### config.mk
export PLATFORM = sky130hd
export DESIGN_NAME = seg_scan_ctrl_flat
export DESIGN_NICKNAME = d
export VERILOG_FILES = /design/src/rtl/seg_pkg.sv /design/src/rtl/seg_scan_ctrl_if.sv /design/src/rtl/seg_hex_decode.sv /design/src/rtl/seg_scan_ctrl.sv /design/src/flat_wrapper.sv
export SDC_FILE = /design/constraint.sdc
export NUM_CORES = 1
export LEC_CHECK = 0
export BUFFER_PORTS_ARGS = -buffer_cell sky130_fd_sc_hd__buf_2
export CORE_MARGIN = 3
export CORE_UTILIZATION = 60
export CTS_BUF_LIST = sky130_fd_sc_hd__clkbuf_2
export DETAILED_ROUTE_END_ITERATION = 8
export PLACE_DENSITY = 0.82
export REMOVE_ABC_BUFFERS = 1
export SYNTH_ARGS = -nofsm -noshare
export SYNTH_HDL_FRONTEND = slang
export SYNTH_HIERARCHICAL = 1
export SYNTH_SLANG_ARGS = --single-unit
### constraint.sdc
create_clock -name clk -period 3.55 [get_ports clk]
set_input_delay 0.355 -clock clk [delete_from_list [all_inputs] [get_ports clk]]
set_output_delay 0.355 -clock clk [all_outputs]
set_load 0.01 [all_outputs]
### src/rtl/seg_pkg.sv
// seg_pkg: shared constants and helpers for the 7-segment scan controller.
// Segment patterns are active-high {g,f,e,d,c,b,a}.
package seg_pkg;

  localparam logic [15:0][6:0] HEX_SEG = {
    7'h71, 7'h79, 7'h5E, 7'h39,
    7'h7C, 7'h77, 7'h6F, 7'h7F,
    7'h07, 7'h7D, 7'h6D, 7'h66,
    7'h4F, 7'h5B, 7'h06, 7'h3F
  };

  localparam logic [7:0] SEG_OFF = 8'h00;

  function automatic int idx_w(input int n);
    return (n > 1) ? $clog2(n) : 1;
  endfunction

endpackage

### src/rtl/seg_scan_ctrl_if.sv
// seg_scan_ctrl_if: frame update valid/ready bundle.
// master = frame source, slave = scan controller.
interface seg_scan_ctrl_if #(
  parameter int N_DIGITS = 4
) ();

  logic                  valid;
  logic                  ready;
  logic [4*N_DIGITS-1:0] data;
  logic [N_DIGITS-1:0]   dp;
  logic                  blank_lz;

  modport master (
    output valid, data, dp, blank_lz,
    input  ready
  );

  modport slave (
    input  valid, data, dp, blank_lz,
    output ready
  );

endinterface

### src/rtl/seg_hex_decode.sv
// seg_hex_decode: nibble + dp + blank -> 8-bit {dp,g..a} pattern.
// blank clears the seven segments only; dp passes through.
module seg_hex_decode
  import seg_pkg::*;
#(
  parameter bit ACTIVE_LOW = 1'b1
) (
  input  logic [3:0] nib,
  input  logic       dp,
  input  logic       blank,
  output logic [7:0] pat
);

  logic [7:0] raw;

  always_comb begin
    raw = {dp, blank ? 7'h00 : HEX_SEG[nib]};
    pat = ACTIVE_LOW ? ~raw : raw;
  end

endmodule

### src/rtl/seg_scan_ctrl.sv
// seg_scan_ctrl: double-buffered multiplexed 7-segment scan controller.
// Define SEG_BLINK_EN to add blink_mask and BLINK_FRAMES.
module seg_scan_ctrl
  import seg_pkg::*;
#(
  parameter int N_DIGITS   = 4,
  parameter int SCAN_DIV   = 50000,
  parameter int BLANK_CYC  = 500,
  parameter bit ACTIVE_LOW = 1'b1
`ifdef SEG_BLINK_EN
  , parameter int BLINK_FRAMES = 250
`endif
) (
  input  logic                clk,
  input  logic                rst_n,
  seg_scan_ctrl_if.slave      upd,
`ifdef SEG_BLINK_EN
  input  logic [N_DIGITS-1:0] blink_mask,
`endif
  output logic [7:0]          seg_out,
  output logic [N_DIGITS-1:0] sel,
  output logic                frame_tick
);

  localparam int IW = idx_w(N_DIGITS);
  localparam int CW = idx_w(SCAN_DIV);
  localparam int DW = 4 * N_DIGITS;
  localparam logic [IW-1:0] IDX_LAST = IW'(N_DIGITS - 1);
  localparam logic [CW-1:0] CNT_LAST = CW'(SCAN_DIV - 1);
  localparam logic [7:0] OFF_PAT = ACTIVE_LOW ? ~SEG_OFF : SEG_OFF;
  localparam logic [N_DIGITS-1:0] SEL_RST =
    ACTIVE_LOW ? ~N_DIGITS'(1) : N_DIGITS'(1);

  logic [CW-1:0]       cnt_q, cnt_d;
  logic [IW-1:0]       idx_q, idx_d;
  logic                pend_q, pend_d;
  logic [DW-1:0]       sh_data_q, sh_data_d;
  logic [N_DIGITS-1:0] sh_dp_q, sh_dp_d;
  logic                sh_lz_q, sh_lz_d;
  logic [DW-1:0]       ac_data_q, ac_data_d;
  logic [N_DIGITS-1:0] ac_dp_q, ac_dp_d;
  logic                ac_lz_q, ac_lz_d;
  logic [7:0]          seg_q, seg_d;
  logic [N_DIGITS-1:0] sel_q, sel_d;

  logic                slot_end;
  logic                nz;
  logic                lz_blank;
  logic                off;
  logic [3:0]          cur_nib;
  logic                cur_dp;
  logic [7:0]          dec_pat;
  logic [N_DIGITS-1:0] onehot;

`ifdef SEG_BLINK_EN
  localparam int BW = idx_w(BLINK_FRAMES);
  localparam logic [BW-1:0] BLAST = BW'(BLINK_FRAMES - 1);
  logic [BW-1:0] bcnt_q, bcnt_d;
  logic          phase_q, phase_d;
`endif

  assign upd.ready = ~pend_q;
  assign seg_out   = seg_q;
  assign sel       = sel_q;

  seg_hex_decode #(
    .ACTIVE_LOW(ACTIVE_LOW)
  ) u_dec (
    .nib  (cur_nib),
    .dp   (cur_dp),
    .blank(lz_blank),
    .pat  (dec_pat)
  );

  always_comb begin
    cnt_d     = cnt_q + 1'b1;
    idx_d     = idx_q;
    pend_d    = pend_q;
    sh_data_d = sh_data_q;
    sh_dp_d   = sh_dp_q;
    sh_lz_d   = sh_lz_q;
    ac_data_d = ac_data_q;
    ac_dp_d   = ac_dp_q;
    ac_lz_d   = ac_lz_q;

    slot_end   = (cnt_q == CNT_LAST);
    frame_tick = slot_end && (idx_q == IDX_LAST);

    if (slot_end) begin
      cnt_d = '0;
      idx_d = (idx_q == IDX_LAST) ? '0 : idx_q + 1'b1;
    end

    // commit needs pend_q, capture needs !pend_q: never both
    if (frame_tick && pend_q) begin
      ac_data_d = sh_data_q;
      ac_dp_d   = sh_dp_q;
      ac_lz_d   = sh_lz_q;
      pend_d    = 1'b0;
    end
    if (upd.valid && !pend_q) begin
      sh_data_d = upd.data;
      sh_dp_d   = upd.dp;
      sh_lz_d   = upd.blank_lz;
      pend_d    = 1'b1;
    end

    cur_nib = ac_data_q[idx_q*4 +: 4];
    cur_dp  = ac_dp_q[idx_q];

    nz = 1'b0;
    for (int j = 0; j < N_DIGITS; j++) begin
      if (j >= int'(idx_q) && ac_data_q[j*4 +: 4] != 4'h0)
        nz = 1'b1;
    end
    lz_blank = ac_lz_q && !nz && (idx_q != '0);

    off = int'(cnt_q) < BLANK_CYC;
`ifdef SEG_BLINK_EN
    bcnt_d  = bcnt_q;
    phase_d = phase_q;
    if (frame_tick) begin
      bcnt_d = (bcnt_q == BLAST) ? '0 : bcnt_q + 1'b1;
      if (bcnt_q == BLAST)
        phase_d = ~phase_q;
    end
    off = off | (phase_q & blink_mask[idx_q]);
`endif

    seg_d = off ? OFF_PAT : dec_pat;

    onehot        = '0;
    onehot[idx_q] = 1'b1;
    sel_d = ACTIVE_LOW ? ~onehot : onehot;
  end

  always_ff @(posedge clk) begin
    if (!rst_n) begin
      cnt_q     <= '0;
      idx_q     <= '0;
      pend_q    <= 1'b0;
      sh_data_q <= '0;
      sh_dp_q   <= '0;
      sh_lz_q   <= 1'b0;
      ac_data_q <= '0;
      ac_dp_q   <= '0;
      ac_lz_q   <= 1'b0;
      seg_q     <= OFF_PAT;
      sel_q     <= SEL_RST;
    end else begin
      cnt_q     <= cnt_d;
      idx_q     <= idx_d;
      pend_q    <= pend_d;
      sh_data_q <= sh_data_d;
      sh_dp_q   <= sh_dp_d;
      sh_lz_q   <= sh_lz_d;
      ac_data_q <= ac_data_d;
      ac_dp_q   <= ac_dp_d;
      ac_lz_q   <= ac_lz_d;
      seg_q     <= seg_d;
      sel_q     <= sel_d;
    end
  end

`ifdef SEG_BLINK_EN
  always_ff @(posedge clk) begin
    if (!rst_n) begin
      bcnt_q  <= '0;
      phase_q <= 1'b0;
    end else begin
      bcnt_q  <= bcnt_d;
      phase_q <= phase_d;
    end
  end
`endif

endmodule

### src/flat_wrapper.sv
// flat-port wrapper written by rule: the top's interface ports become plain ports
module seg_scan_ctrl_flat import seg_pkg::*;
#(
  parameter int N_DIGITS   = 4,
  parameter int SCAN_DIV   = 50000,
  parameter int BLANK_CYC  = 500,
  parameter bit ACTIVE_LOW = 1'b1

)
  (clk, rst_n, seg_out, sel, frame_tick, upd_valid, upd_data, upd_dp, upd_blank_lz, upd_ready);
  seg_scan_ctrl_if #(.N_DIGITS(N_DIGITS)) upd_i ();
  input  logic clk;
  input  logic rst_n;
  output logic [7:0] seg_out;
  output logic [N_DIGITS-1:0] sel;
  output logic frame_tick;
  input wire logic [$bits(upd_i.valid)-1:0] upd_valid;
  input wire logic [$bits(upd_i.data)-1:0] upd_data;
  input wire logic [$bits(upd_i.dp)-1:0] upd_dp;
  input wire logic [$bits(upd_i.blank_lz)-1:0] upd_blank_lz;
  output wire logic [$bits(upd_i.ready)-1:0] upd_ready;
  assign upd_i.valid = upd_valid;
  assign upd_i.data = upd_data;
  assign upd_i.dp = upd_dp;
  assign upd_i.blank_lz = upd_blank_lz;
  assign upd_ready = upd_i.ready;
  seg_scan_ctrl #(.N_DIGITS(N_DIGITS), .SCAN_DIV(SCAN_DIV), .BLANK_CYC(BLANK_CYC), .ACTIVE_LOW(ACTIVE_LOW)) u_core (.clk(clk), .rst_n(rst_n), .upd(upd_i), .seg_out(seg_out), .sel(sel), .frame_tick(frame_tick));
endmodule
Word level (Yosys, flattened, before mapping)
Memories as Yosys holds them, arrays and structs flattened.
Index checks and enable logic that the tools add are counted.
- flip-flop bits (word level): 73
- bits in read-only memories: 112
- input bits: 24
- output and inout port bits: 14
- word-level logic and storage cells: 60
- memories kept: 1
- add/sub/neg operators: 2
- $lt $le $gt $ge: 7
- eq/ne operators: 2
- shift operators: 1
- muxes and demuxes: 13
- bitwise operators: 4
- reductions and logical operators: 19
- memory list (memory ; words ; bits a word ; read ports ; clocked after Yosys merged registers in ; wr ports ; RTL line ; source):
    (no name shown) ; 16 ; 7 ; 1 ; 0 ; 0 ; seg_hex_decode.sv:17 ; raw = {dp, blank ? 7'h00 : HEX_SEG[nib]};
- operator list (operator ; count):
    $add A16 B1 Y16 const B ; 1
    $eq A16 B16 Y1 const B ; 1
    $lt A16 B9 Y1 const B ; 1
    $reduce_bool A4 Y1 ; 4
    $shiftx A16 B5 Y4 ; 1
    $mux W7 ; 2
    $logic_and A1 B1 Y1 ; 9
    $mux W1 ; 8
    $not A8 Y8 ; 1
    $lt A4 B5 Y1 const B ; 1
    $ge A1 B2 Y1 const A ; 2
    $not A4 Y4 ; 1
    $reduce_bool A2 Y1 ; 2
    $reduce_or A2 Y1 ; 2
    $lt A2 B3 Y1 const B ; 1
    $add A2 B1 Y2 const B ; 1
    $bmux W1 S2 ; 1
    $demux W1 S2 ; 1
    $eq A2 B2 Y1 const B ; 1
    $ge A2 B1 Y1 const B ; 1
    $ge A2 B2 Y1 const A ; 1
    $logic_not A1 Y1 ; 2
    $mux W2 ; 1
    $not A1 Y1 ; 2

Longest topological paths before layout
Gate-level depths: netlist of run 1.
- word-level depth: 11
- depth in mapped cells: 9
- depth with buffers taken out: 8

Hierarchy
Netlist of run 1, hierarchy kept.
- modules (own cells, without submodules) (module ; instances ; cells each ; area each (um^2) ; seq. area each (um^2)):
    seg_scan_ctrl ; 1 ; 326 ; 3021.6 ; 1461.4
    seg_hex_decode ; 1 ; 34 ; 265.3 ; 0.0

Worst setup path after synthesis of run 1
No wires, ideal clock.
- kind: reg2reg
- from: register u_core.idx_q[0]
- to: register u_core.seg_q[6] (netlist: u_core/seg_out[6])
- library setup time: 0.123 ns
- arrival: 2.396 ns
- slack: 1.031 ns
- stages on the path, launching flop included: 7
- path buffers: 1
- cells stage by stage: dfxtp_1 -> clkbuf_1 -> mux4_2 -> ha_1 -> mux2_4 -> a221o_1 -> or2_2
- elaborated cells between the ends (all ways): 19
- those cells by class: order compare (3); shift (1); mux (6); bitwise (1); reduce/logical (7); memory (1)
- RTL lines (element ; RTL line ; source):
    from (decl) ; seg_scan_ctrl.sv:35 ; logic [IW-1:0] idx_q, idx_d;
    from (signal assigned) ; seg_scan_ctrl.sv:152 ; idx_q <= idx_d;
    $shiftx A16 B5 Y4 ; seg_scan_ctrl.sv:108 ; cur_nib = ac_data_q[idx_q*4 +: 4];
    via u_core.cur_nib[1] ; seg_scan_ctrl.sv:50 ; logic [3:0] cur_nib;
    $mem_v2 Z16 W7 ; -- ;
    $mux W7 (implied by the code) ; seg_hex_decode.sv:17 ;
    $mux W7 ; seg_hex_decode.sv:17 ;
    $not A8 Y8 ; seg_hex_decode.sv:18 ; pat = ACTIVE_LOW ? ~raw : raw;
    via u_core.dec_pat[6] ; seg_scan_ctrl.sv:52 ; logic [7:0] dec_pat;
    to (signal assigned) ; seg_scan_ctrl.sv:160 ; seg_q <= seg_d;
    to (decl) ; seg_scan_ctrl.sv:43 ; logic [7:0] seg_q, seg_d;
The timed path passes the listed nets, and every way through them passes these cells. The select of a mux whose other input is x is not followed.
A chain may end at the register's enable or synchronous reset.

Worst setup path after layout of run 1
- from: register u_core.idx_q[0]
- to: register u_core.seg_q[0] (netlist: u_core/seg_out[0])
- longest elaborated chain between the ends: 11
- elaborated cells between the ends (all ways): 19
- those cells by class: order compare (3); shift (1); mux (6); bitwise (1); reduce/logical (7); memory (1)
- RTL lines (element ; RTL line ; source):
    $ge A1 B2 Y1 ; seg_scan_ctrl.sv:113 ; if (j >= int'(idx_q) && ac_data_q[j*4 +: 4] != 4'h0)
    $logic_and A1 B1 Y1 ; seg_scan_ctrl.sv:113 ;
    $mux W1 (4 in series) ; seg_scan_ctrl.sv:113 ;
    $logic_not A1 Y1 ; seg_scan_ctrl.sv:116 ; lz_blank = ac_lz_q && !nz && (idx_q != '0);
    $logic_and A1 B1 Y1 ; seg_scan_ctrl.sv:116 ;
    $logic_and A1 B1 Y1 (*) ; seg_scan_ctrl.sv:116 ;
    via u_core.lz_blank ; seg_scan_ctrl.sv:48 ; logic lz_blank;
    $mux W7 (*) ; seg_hex_decode.sv:17 ;
    $not A8 Y8 (*) ; seg_hex_decode.sv:18 ;
    via u_core.dec_pat[0] ; seg_scan_ctrl.sv:52 ;
The timed path passes the listed nets; every way through them passes the cells marked *. The select of a mux whose other input is x is not followed.

==> run metrics, run 1 <==
number of global-route vias before repair 2309; Layout Utilization 69.3%; Final setup violation count 0; Ant. Diodes 0; distinct cell type count of the synthesized netlist 44; post-route cell area 3600 µm²; Num CTS Buffers 9; largest net degree at the start of global routing between 40 and 50; cell family with most CP delay simple AND/OR/NAND/NOR gates; post-synth top area share 44.5%; CP bufs+invs 2; final net count 427; vias per cell 5.27; commonest non-fill, non-tap cell in the layout nand2_1; Sw Share between 20 and 25%; post-synth top area cell dfxtp_1; Area Growth Syn to Fin 9.67%; WL per Instance 12.7 µm; Die W ~80 µm; Reg power frac between 50% and 60%; GR Util All Layers 20.5%; CTS tree built; clk buf depth 2; Tightest Pin Transition 1.06 ns; Ys Warns 6; worst setup path class reg -> reg; gpl congestion 0.829; hold buffer count at CTS 0; Setup WS post-layout roughly 0.7 ns; quantity of I/O buffers inserted on ports 37; post-detail-place hpwl roughly 4.3 mm; CP Data Required Time 3.98 ns; Worst R2R End u_core/seg_out[0]; first-pass GRT wire length 10.4 mm; Pint 1.10 mW; Initial Util ~63%; Core ar. 5200 µm²; Top Ports 38; final antenna-violating net count 0; Crit path top cell by count inv_1; Critical Path AT 3.25 ns; post-CTS setup buffers 0; # rows 26; maxcap violations 0; CP endpoint kind register; hold endpoint u_core/sh_data_q[10]; Slew headroom 28.4%; CTS Sinks 73; Combinational Power Share 4.6%; cell area after placement 3470 µm²; Tot Pwr 1.42 mW; post_cts resized 0; root buffer cell clkbuf_2; clk_lat worst skew 0.47 ns; H-tree depth 3; slowest stage delay, CP 0.91 ns; CP max FO 11; hold path depth 3; Die H 80.0 µm; r2r setup slk a little over 0.7 ns; Final Non-Filler Cells 466; worst hold path type in -> reg; final hold vios 0; status finished clean; Setup crit start kind register; Slowest-stage cell, CP nor4b_1; flops & latches, synth 73; worst slack, placed 0.797 ns; DR iter-0 viols 127; Die Area 6400 µm²; Placed Cells 450; worst reg2reg startpoint u_core/idx_q[0]; layout cells sized above 1 19.2%; Hold WS 0.0990 ns; RSZ-0062 raised after global routing false; Worst VDD drop 0.262 mV; post-synthesis sequential area ratio 44.5%; grt total ovfl 0; Syn Inst Count 360; Fin Clk Skew approximately 0.013 ns; Worst-path clk slew between 0.15 and 0.2 ns; Hold Crit Start upd_data[10]; Power Density ~390 nW/µm²; vias 2457; synthesized cell area about 3300 µm²; setup TNS 0 ns; commonest non-fill, non-tap cells in the layout nand2_1 (97), dfxtp_1 (73), buf_2 (37); Reg2Reg Depth 7; Leak between 1 and 1.5 nW; Final min period 2.83 ns; clock share of power 35.7%; DRC viols 0; Final Cycle Share 79.7%; First-pass DRT Iterations 4; final wirelength 5.93 mm; Max Freq 0.354 GHz; Sw Pwr 322 µW; dominant cells by area after synthesis dfxtp_1 (44%), nand2_1 (11%), mux2i_1 (7.0%); Mean Syn Cell Area 9.13 µm²; max-slew violation total from the final report 0; initial antenna violation count 0; critical-path cell list inv_1 > ha_1 > or4_1 > nor4b_1 > inv_1 > o311ai_1 > or2_2
synthesized netlist by cell type:
library cell  instances
inv_2                 1
buf_2                 1
a311o_1               1
mux2i_1              23
a31o_2                1
nand4_1               6
or4bb_1               1
o22ai_1               1
xor2_1                8
a221o_1               2
or2_2                 8
a31oi_1               1
mux2_4                1
a21boi_0             23
nand4b_1              1
nand2_1              97
inv_1                 8
nor4_1                5
o211ai_1              2
a211oi_1              1
nor2b_1               3
nor2_1               20
nand3_1               5
and2_1                3
or4_2                 1
mux4_2                5
nand2b_1              2
or4_4                 2
or4_1                 1
and3_2                2
ha_1                 12
a21boi_1              1
buf_6                 4
o311ai_1              1
xnor2_1               5
clkbuf_1             14
o21ai_0               5
a21oi_1               1
and4_1                2
or3_1                 1
dfxtp_1              73
nor2_8                1
nor4b_1               1
nor3_1                3
power groups by stage:
stage	Sequential, mW	Clock [mW]	Combinational [mW]
final	0.848	0.507	0.0654
after floorplan	0.862	0	0.0333
after detailed placement	0.864	0	0.0660
after CTS	0.848	0.524	0.0662
after global placement	0.864	0	0.0640
after global routing	0.851	0.556	0.0769
cells by family (layout without fill, tap and decap cells):
group                    Yosys count  count (layout)  synth area share [%]
AND/OR/NAND/NOR                  165             165                  23.6
XOR/XNOR                          13              13                  3.46
adder cells (fa/ha/maj)           12              12                  4.57
multiplexers                      29              29                  10.9
flip-flops                        73              73                  44.5
AO/OA/AOI/OAI                     40              40                  8.91
buffers and inverters             28              64                  4.15
tightest hold or removal path, stage by stage:
cell and delay (ns):
buf_2 0.09, nand2_1 0.04, a21boi_0 0.06
state kept, by name (all words and copies together) (netlist names):
| name | count |
|---|---|
| u_core/sh_dp_q | 4 |
| u_core/sel | 4 |
| u_core/seg_out | 8 |
| u_core/cnt_q | 16 |
| u_core/idx_q | 2 |
| u_core/ac_dp_q | 4 |
| u_core/sh_data_q | 16 |
| u_core/pend_q | 1 |
| u_core/ac_data_q | 16 |
| u_core/ac_lz_q | 1 |
| u_core/sh_lz_q | 1 |
worst max path at each step:
stage,startpoint,endpoint,slack [ns],cells past startpoint
after floorplan,u_core/idx_q[0],u_core/seg_out[6],1.18,5
after global placement,u_core/idx_q[0],u_core/seg_out[0],1.00,7
after detailed placement,u_core/idx_q[0],u_core/seg_out[0],0.80,7
after CTS,u_core/idx_q[0],u_core/seg_out[0],0.74,7
after global routing,u_core/idx_q[0],u_core/seg_out[0],0.50,7
final,u_core/idx_q[0],u_core/seg_out[0],0.72,7
per-layer routing:
layer  vias to the layer above  GRT usage, %  share of wire [%]
met5                         -             0                  0
met4                         0          7.43                1.3
met3                        11          5.19                4.3
met2                        56          34.1                 48
met1                      1109          25.7                 47
li1                       1281             -                  -
layout make-up:
class                   instances  area (µm²)
well taps                      70        87.6
flip-flops and latches         73        1460
inverters                       9        33.8
repair buffers                 39         200
clock buffers                  10        50.0
fillers                       425        1600
clock inverters                 6        82.6
multi-input cells             259        1690
No activity file was read; power rests on OpenSTA's default activity.
==> inputs of run 2 (changes only) <==
clock period = 2.85 ns   (was 3.55 ns; I/O delays follow)
==> run 2 against run 1 <==
  * First-iteration DRC count is 7.9% lower
  * Clock power is 27% higher
  * Non-clock buffer count is 22 higher
  * Final cell count is 4.7% higher
  * Combinational power is 61% higher
  * Flip-flop and latch count stayed put
  * Critical endpoint is now frame_tick
  * Wire length is 6.5% higher
  * Cell area is 6.0% higher
  * Total power is 27% higher
  * Largest cell class unchanged
  * Die area stayed put
  * Clock skew is 0.016 ns higher
==> run metrics, run 2 (synthesis gave the netlist of run 1 again) <==
grt total ovfl 0 (unchanged); Reg power frac 58.5% (was 59.7%); Sw Pwr 415 µW (was 322 µW); critical-path cell list or4_4 > nor4_1 > and2_1 > buf_2 (was inv_1 > ha_1 > or4_1 > nor4b_1 > inv_1 > o311ai_1 > or2_2); number of global-route vias before repair 2466 (was 2309); Ant. Diodes 0 (unchanged); Critical Path AT 2.23 ns (was 3.25 ns); hold buffer count at CTS 19 (was 0); vias 2548 (was 2457); quantity of I/O buffers inserted on ports 37 (unchanged); Hold WS 0.0519 ns (was 0.0990 ns); Combinational Power Share 5.8% (was 4.6%); clk buf depth 2 (unchanged); slowest stage delay, CP 0.56 ns (was 0.91 ns); Num CTS Buffers 9 (unchanged); CP max FO 3 (was 11); worst hold path type in -> reg (unchanged); Sw Share 23.0% (was 22.7%); Die H 80.0 µm (unchanged); CP endpoint kind output pin (was register); post-detail-place hpwl 4.11 mm (was 4.27 mm); root buffer cell clkbuf_2 (unchanged); Critical Path Start u_core/cnt_q[13] (was u_core/idx_q[0]); Leak 1.43 nW (was 1.34 nW); Setup crit end frame_tick (was u_core/seg_out[0]); Slowest-stage cell, CP or4_4 (was nor4b_1); Slew headroom 52.8% (was 28.4%); layout cells sized above 1 18.7% (was 19.2%); Reg2Reg Depth 5 (was 7); Final Cycle Share 88.2%; GR Util All Layers 22.0% (was 20.5%); Final min period 2.51 ns; gpl congestion 0.821 (was 0.829); Fin Clk Skew 0.0287 ns (was 0.0128 ns); clk_lat worst skew 0.48 ns (was 0.47 ns); maxcap violations 0 (unchanged); max-slew violation total from the final report 0 (unchanged); clock share of power 35.7% (about the same); DRC viols 0 (unchanged); Max Freq around 0.40 GHz; CP Data Required Time 2.57 ns (was 3.98 ns); WL per Instance 12.9 µm (was 12.7 µm); Top Ports 38 (unchanged); Tightest Pin Transition 0.706 ns (was 1.06 ns); final antenna-violating net count 0 (unchanged); post-CTS setup buffers 0 (unchanged); first-pass GRT wire length 11.0 mm (was 10.4 mm); Worst VDD drop 0.343 mV (was 0.262 mV); Pint 1.39 mW (was 1.10 mW); CTS Sinks 73 (unchanged); final wirelength 6.32 mm (was 5.93 mm); Worst R2R End u_core/seg_out[6] (was u_core/seg_out[0]); RSZ-0062 raised after global routing false (unchanged); DR iter-0 viols 117 (was 127); Power Density 473 nW/µm² (was 394 nW/µm²); # rows 26 (unchanged); First-pass DRT Iterations 4 (unchanged); CTS tree built (unchanged); Die W 80.0 µm (unchanged); initial antenna violation count 0 (unchanged); commonest non-fill, non-tap cell in the layout nand2_1 (unchanged); commonest non-fill, non-tap cells in the layout nand2_1 (97), dfxtp_1 (73), buf_2 (37) (unchanged); Worst-path clk slew 0.18 ns (was 0.19 ns); final hold vios 0 (unchanged); Final setup violation count 0 (unchanged); biggest regs u_core/ac_data_q (16), u_core/cnt_q (16), u_core/sh_data_q (16) (unchanged); H-tree depth 3 (unchanged); worst reg2reg startpoint u_core/idx_q[0] (unchanged); Die Area 6400 µm² (unchanged); vias per cell 5.22 (was 5.27); largest net degree at the start of global routing 67 (was 43); Area Growth Syn to Fin 16.3% (was 9.67%); worst setup path class reg -> out (was reg -> reg); status finished clean (unchanged); final net count 449 (was 427); Initial Util 63.1% (unchanged); Setup crit start kind register (unchanged); r2r setup slk 0.35 ns (was 0.72 ns); Core ar. 5200 µm² (unchanged); post_cts resized 0 (unchanged); setup TNS 0 ns (unchanged)
==> run 2: area by class of cell <==
| cell class | instances | area, µm² |
|---|---|---|
| clock buffers | 11 | 55.1 |
| repair buffers | 61 | 415 |
| multi-input cells | 259 | 1690 |
| clock inverters | 5 | 80.1 |
| fillers | 408 | 1380 |
| inverters | 9 | 33.8 |
| flip-flops and latches | 73 | 1460 |
| well taps | 70 | 87.6 |
==> run 2: per-layer routing <==
metal | track usage, % | vias to the layer above | share of wire [%]
li1 | - | 1321 | -
met1 | 27.1 | 1166 | 47
met2 | 36.8 | 53 | 47
met3 | 6.77 | 8 | 4.6
met4 | 6.59 | 0 | 1.2
met5 | 0 | - | 0
==> run 2: power by group through the flow <==
| stage | Sequential (mW) | Combinational (mW) | Clock [mW] |
|---|---|---|---|
| after floorplan | 1.07 | 0.0414 | 0 |
| after detailed placement | 1.08 | 0.0825 | 0 |
| after global placement | 1.08 | 0.0800 | 0 |
| after CTS | 1.06 | 0.102 | 0.663 |
| final | 1.06 | 0.105 | 0.645 |
| after global routing | 1.06 | 0.119 | 0.715 |
==> run 2: critical path: cells and delay by family, from the launching register on <==
| kind | cells | cell delay, ns |
|---|---|---|
| buffers and inverters | 1 | 0.12 |
| DFF | 1 | 0.37 |
| and+or+nand+nor | 3 | 1.26 |
==> run 2: worst min-delay path by stage <==
stage                   startpoint  depth (start not counted)  slack [ns]                  end
2_1_floorplan                rst_n                          1        0.35        u_core/sel[2]
3_3_place_gp     u_core/ac_dp_q[2]                          2        0.44    u_core/ac_dp_q[2]
3_5_place_dp   u_core/sh_data_q[0]                          2        0.45  u_core/ac_data_q[0]
4_1_cts                upd_data[3]                          3       0.006  u_core/sh_data_q[3]
5_1_grt               upd_blank_lz                          3       0.006       u_core/sh_lz_q
6_report              upd_blank_lz                          3        0.05       u_core/sh_lz_q
==> run 2: stage by stage <==
| stage | instances | util, % | setup WS, ns | power, mW | area [µm²] |
|---|---|---|---|---|---|
| after global placement | 452 | 67.0 | 0.395 | 1.16 | 3490 |
| after floorplan | 341 | - | 0.478 | 1.12 | 3180 |
| after global routing | 488 | 73.4 | 0.102 | 1.89 | 3820 |
| final | 488 | 73.4 | 0.336 | 1.81 | 3820 |
| after CTS | 487 | 73.2 | 0.253 | 1.82 | 3810 |
| after detailed placement | 452 | 67.0 | 0.358 | 1.16 | 3490 |
==> inputs of run 3 (changes only) <==
ABC_AREA = 1   (was unset)
==> run 3 against run 2 <==
  * Register-to-register slack worse by 0.06 ns
  * Fmax down 1.8%
  * Non-clock buffer count down 12
  * Core utilization down 2.3 points
  * Hold slack worse by 0.018 ns
  * Synthesized area up 1.9%
  * Critical endpoint is now u_core/seg_out[3]
  * Largest cell class unchanged
==> run metrics, run 3 <==
Syn Inst Count 470 (was 360); Max Freq 0.391 GHz (was 0.398 GHz); count leader, synth nor2_1 (was nand2_1); initial antenna violation count 0 (unchanged); synthesized cell area 3350 µm² (was 3290 µm²); WL per Instance 11.4 µm (was 12.9 µm); CP max FO 18 (was 3); Combinational Power Share 5.3% (was 5.8%); # fillers 452 (was 408); flops & latches, synth 73 (unchanged); Die H 80.7 µm (was 80.0 µm); first-pass GRT wire length 11.7 mm (was 11.0 mm); Ys Warns 6 (unchanged); maxcap violations 0 (unchanged); dominant cells by area after synthesis dfxtp_1 (44%), nor2_1 (13%), nand2_1 (10%) (was dfxtp_1 (44%), nand2_1 (11%), mux2i_1 (7.0%)); Critical Path Start u_core/idx_q[0] (was u_core/cnt_q[13]); Commonest cells post-synth nor2_1 (116), nand2_1 (91), dfxtp_1 (73) (was nand2_1 (97), dfxtp_1 (73), a21boi_0 (23), mux2i_1 (23), nor2_1 (20)); # rows 26 (unchanged); Ant. Diodes 0 (unchanged); clk buf depth 2 (unchanged); worst setup path class reg -> reg (was reg -> out); status finished clean (unchanged); Setup crit end u_core/seg_out[3] (was frame_tick); CTS Sinks 73 (unchanged); vias 2949 (was 2548); Reg2Reg Depth 12 (was 5); Worst VDD drop 0.345 mV (was 0.343 mV); H-tree depth 3 (unchanged); clk_lat worst skew 0.46 ns (was 0.48 ns); First-pass DRT Iterations 4 (unchanged); final wirelength 6.67 mm (was 6.32 mm); asr flop ratio synth 0% (unchanged); vias per cell 5.04 (was 5.22); post_cts resized 0 (unchanged); post-synth top area cell dfxtp_1 (unchanged); post-detail-place hpwl 4.58 mm (was 4.11 mm); Setup crit start kind register (unchanged); CTS tree built (unchanged); gpl congestion 0.911 (was 0.821); final antenna-violating net count 0 (unchanged); Die Area 6510 µm² (was 6400 µm²); biggest regs u_core/ac_data_q (16), u_core/cnt_q (16), u_core/sh_data_q (16) (unchanged); Reg power frac 63.8% (was 58.5%); distinct cell type count of the synthesized netlist 31 (was 44); area share of xor/xnor cells in the synthesized design 2.09% (was 3.46%); worst reg2reg startpoint u_core/idx_q[0] (unchanged); Mean Syn Cell Area 7.13 µm² (was 9.13 µm²); DRC viols 0 (unchanged); final net count 547 (was 449); Area Growth Syn to Fin 11.2% (was 16.3%); Sw Share 23.7% (was 23.0%); multi-input logic area 1610 µm² (was 1690 µm²); Slew headroom 55.4% (was 52.8%); post-synthesis simple-gate area fraction 33.1% (was 23.6%); post-synth top area share 43.6% (was 44.5%); Initial Util 64.0% (was 63.1%); Placed Cells 562 (was 452); post-synthesis sequential area ratio 43.6% (was 44.5%); setup TNS 0 ns (unchanged); commonest non-fill, non-tap cells in the layout nor2_1 (116), nand2_1 (91), dfxtp_1 (73) (was nand2_1 (97), dfxtp_1 (73), buf_2 (37)); CP Data Required Time 3.20 ns (was 2.57 ns); Fin Clk Skew 0.0153 ns (was 0.0287 ns); root buffer cell clkbuf_2 (unchanged); number of synthesized flops with an enable pin 0 (unchanged); Adder-Cell Fraction of Synth Area 4.48% (was 4.57%); final hold vios 0 (unchanged); CP endpoint kind register (was output pin); clock share of power 30.9% (was 35.7%); Worst R2R End u_core/seg_out[3] (was u_core/seg_out[6]); Sw Pwr 396 µW (was 415 µW); Worst-path clk slew 0.18 ns (about the same); GR Util All Layers 22.7% (was 22.0%); Num CTS Buffers 9 (unchanged); worst hold path type in -> reg (unchanged); Final Cycle Share 89.8% (was 88.2%); grt total ovfl 0 (unchanged); Final setup violation count 0 (unchanged); Leak 1.72 nW (was 1.43 nW); quantity of I/O buffers inserted on ports 37 (unchanged); multiplexer share of the synthesized area 0% (was 10.9%); Die W 80.7 µm (was 80.0 µm); Top FF cell, synth dfxtp_1 (unchanged); Power Density 448 nW/µm² (was 473 nW/µm²); Top Ports 38 (unchanged); Final min period 2.56 ns (was 2.51 ns); largest net degree at the start of global routing 44 (was 67); storage element area 1460 µm² (unchanged); Critical Path AT 2.91 ns (was 2.23 ns); Final Non-Filler Cells 585 (was 488); Core ar. 5240 µm² (was 5200 µm²); number of global-route vias before repair 2776 (was 2466); RSZ-0062 raised after global routing false (unchanged); max-slew violation total from the final report 0 (unchanged); largest family of logic cells by synthesized area simple AND/OR/NAND/NOR gates (unchanged); layout cells sized above 1 12.2% (was 18.7%); commonest non-fill, non-tap cell in the layout nor2_1 (was nand2_1); Tightest Pin Transition 0.668 ns (was 0.706 ns); Compound-Gate Fraction of Synth Area 8.48% (was 8.91%); Pint 1.27 mW (was 1.39 mW); DR iter-0 viols 155 (was 117); r2r setup slk 0.29 ns (was 0.35 ns)
[run 3: cell count changes after synthesis, sizes merged, moves of 8 or more]
cell and change:
a21boi -24, a21oi +21, inv +37, mux2i -23, nand3 +18, nand3b +8
nor2 +97, o21ai +25
[run 3: how the worst min path moves through the flow]
stage	from	endpoint	slack (ns)	cells after the start
final	upd_data[3]	u_core/sh_data_q[3]	0.03	3
after global routing	upd_data[15]	u_core/sh_data_q[15]	0.0007	3
after CTS	upd_data[14]	u_core/sh_data_q[14]	0.0007	3
after detailed placement	u_core/cnt_q[0]	u_core/cnt_q[0]	0.45	1
after global placement	u_core/cnt_q[0]	u_core/cnt_q[0]	0.43	1
after floorplan	rst_n	u_core/sel[2]	0.35	1
[run 3: per-layer routing]
layer	vias to the layer above	GRT usage, %	share of wire, %
met4	0	11.5	1.8
met3	11	4.04	3.1
met1	1336	28.0	47
met2	48	37.9	48
li1	1554	-	-
met5	-	0	0
[run 3: stage by stage]
step	hold WS (ns)	instance area, µm²	power, mW	util (%)	setup WS, ns
2_1_floorplan	0.354	3250	1.12	-	0.690
3_3_place_gp	0.429	3550	1.16	67.8	0.540
3_5_place_dp	0.451	3550	1.17	67.8	0.400
4_1_cts	0.000681	3700	1.69	70.6	0.358
5_1_grt	0.000735	3730	1.75	71.1	0.0160
6_report	0.0344	3730	1.67	71.1	0.289
[run 3: power groups by stage]
stage	clock [mW]	sequential [mW]	combinational, mW
2_1_floorplan	0	1.08	0.0406
3_3_place_gp	0	1.09	0.0779
3_5_place_dp	0	1.09	0.0809
4_1_cts	0.534	1.07	0.0866
5_1_grt	0.574	1.07	0.105
6_report	0.515	1.07	0.0888
[run 3: critical path, cell delays in order, from the launching register on]
cell and delay (ns):
dfxtp_1 0.55, inv_1 0.31, o21ai_0 0.25, a21oi_1 0.06
a21oi_1 0.36, inv_1 0.17, ha_1 0.33, inv_1 0.04
nand2_1 0.05, nand2_1 0.05, nand2_1 0.06, nand3_1 0.05
nand3b_1 0.16
[run 3: cells by family after synthesis]
logic type	after synthesis
and+or+nand+nor	257
adders and majority gates	12
AOI/OAI and AO/OA	55
buffers and inverters	65
DFF	73
xor gates and xnor gates	8
[run 3: layout make-up]
type | instances | share of cell area (%)
repair buffers | 49 | 7.92
clock inverters | 6 | 1.34
flip-flops and latches | 73 | 39.2
well taps | 70 | 2.35
clock buffers | 9 | 1.21
multi-input cells | 332 | 43.3
inverters | 46 | 4.63
[run 3: timing repair]
item,in CTS,in global routing
setup endpoints to repair,0,0
setup buffers,0,0
hold endpoints to repair,5,3
hold buffers,5,3
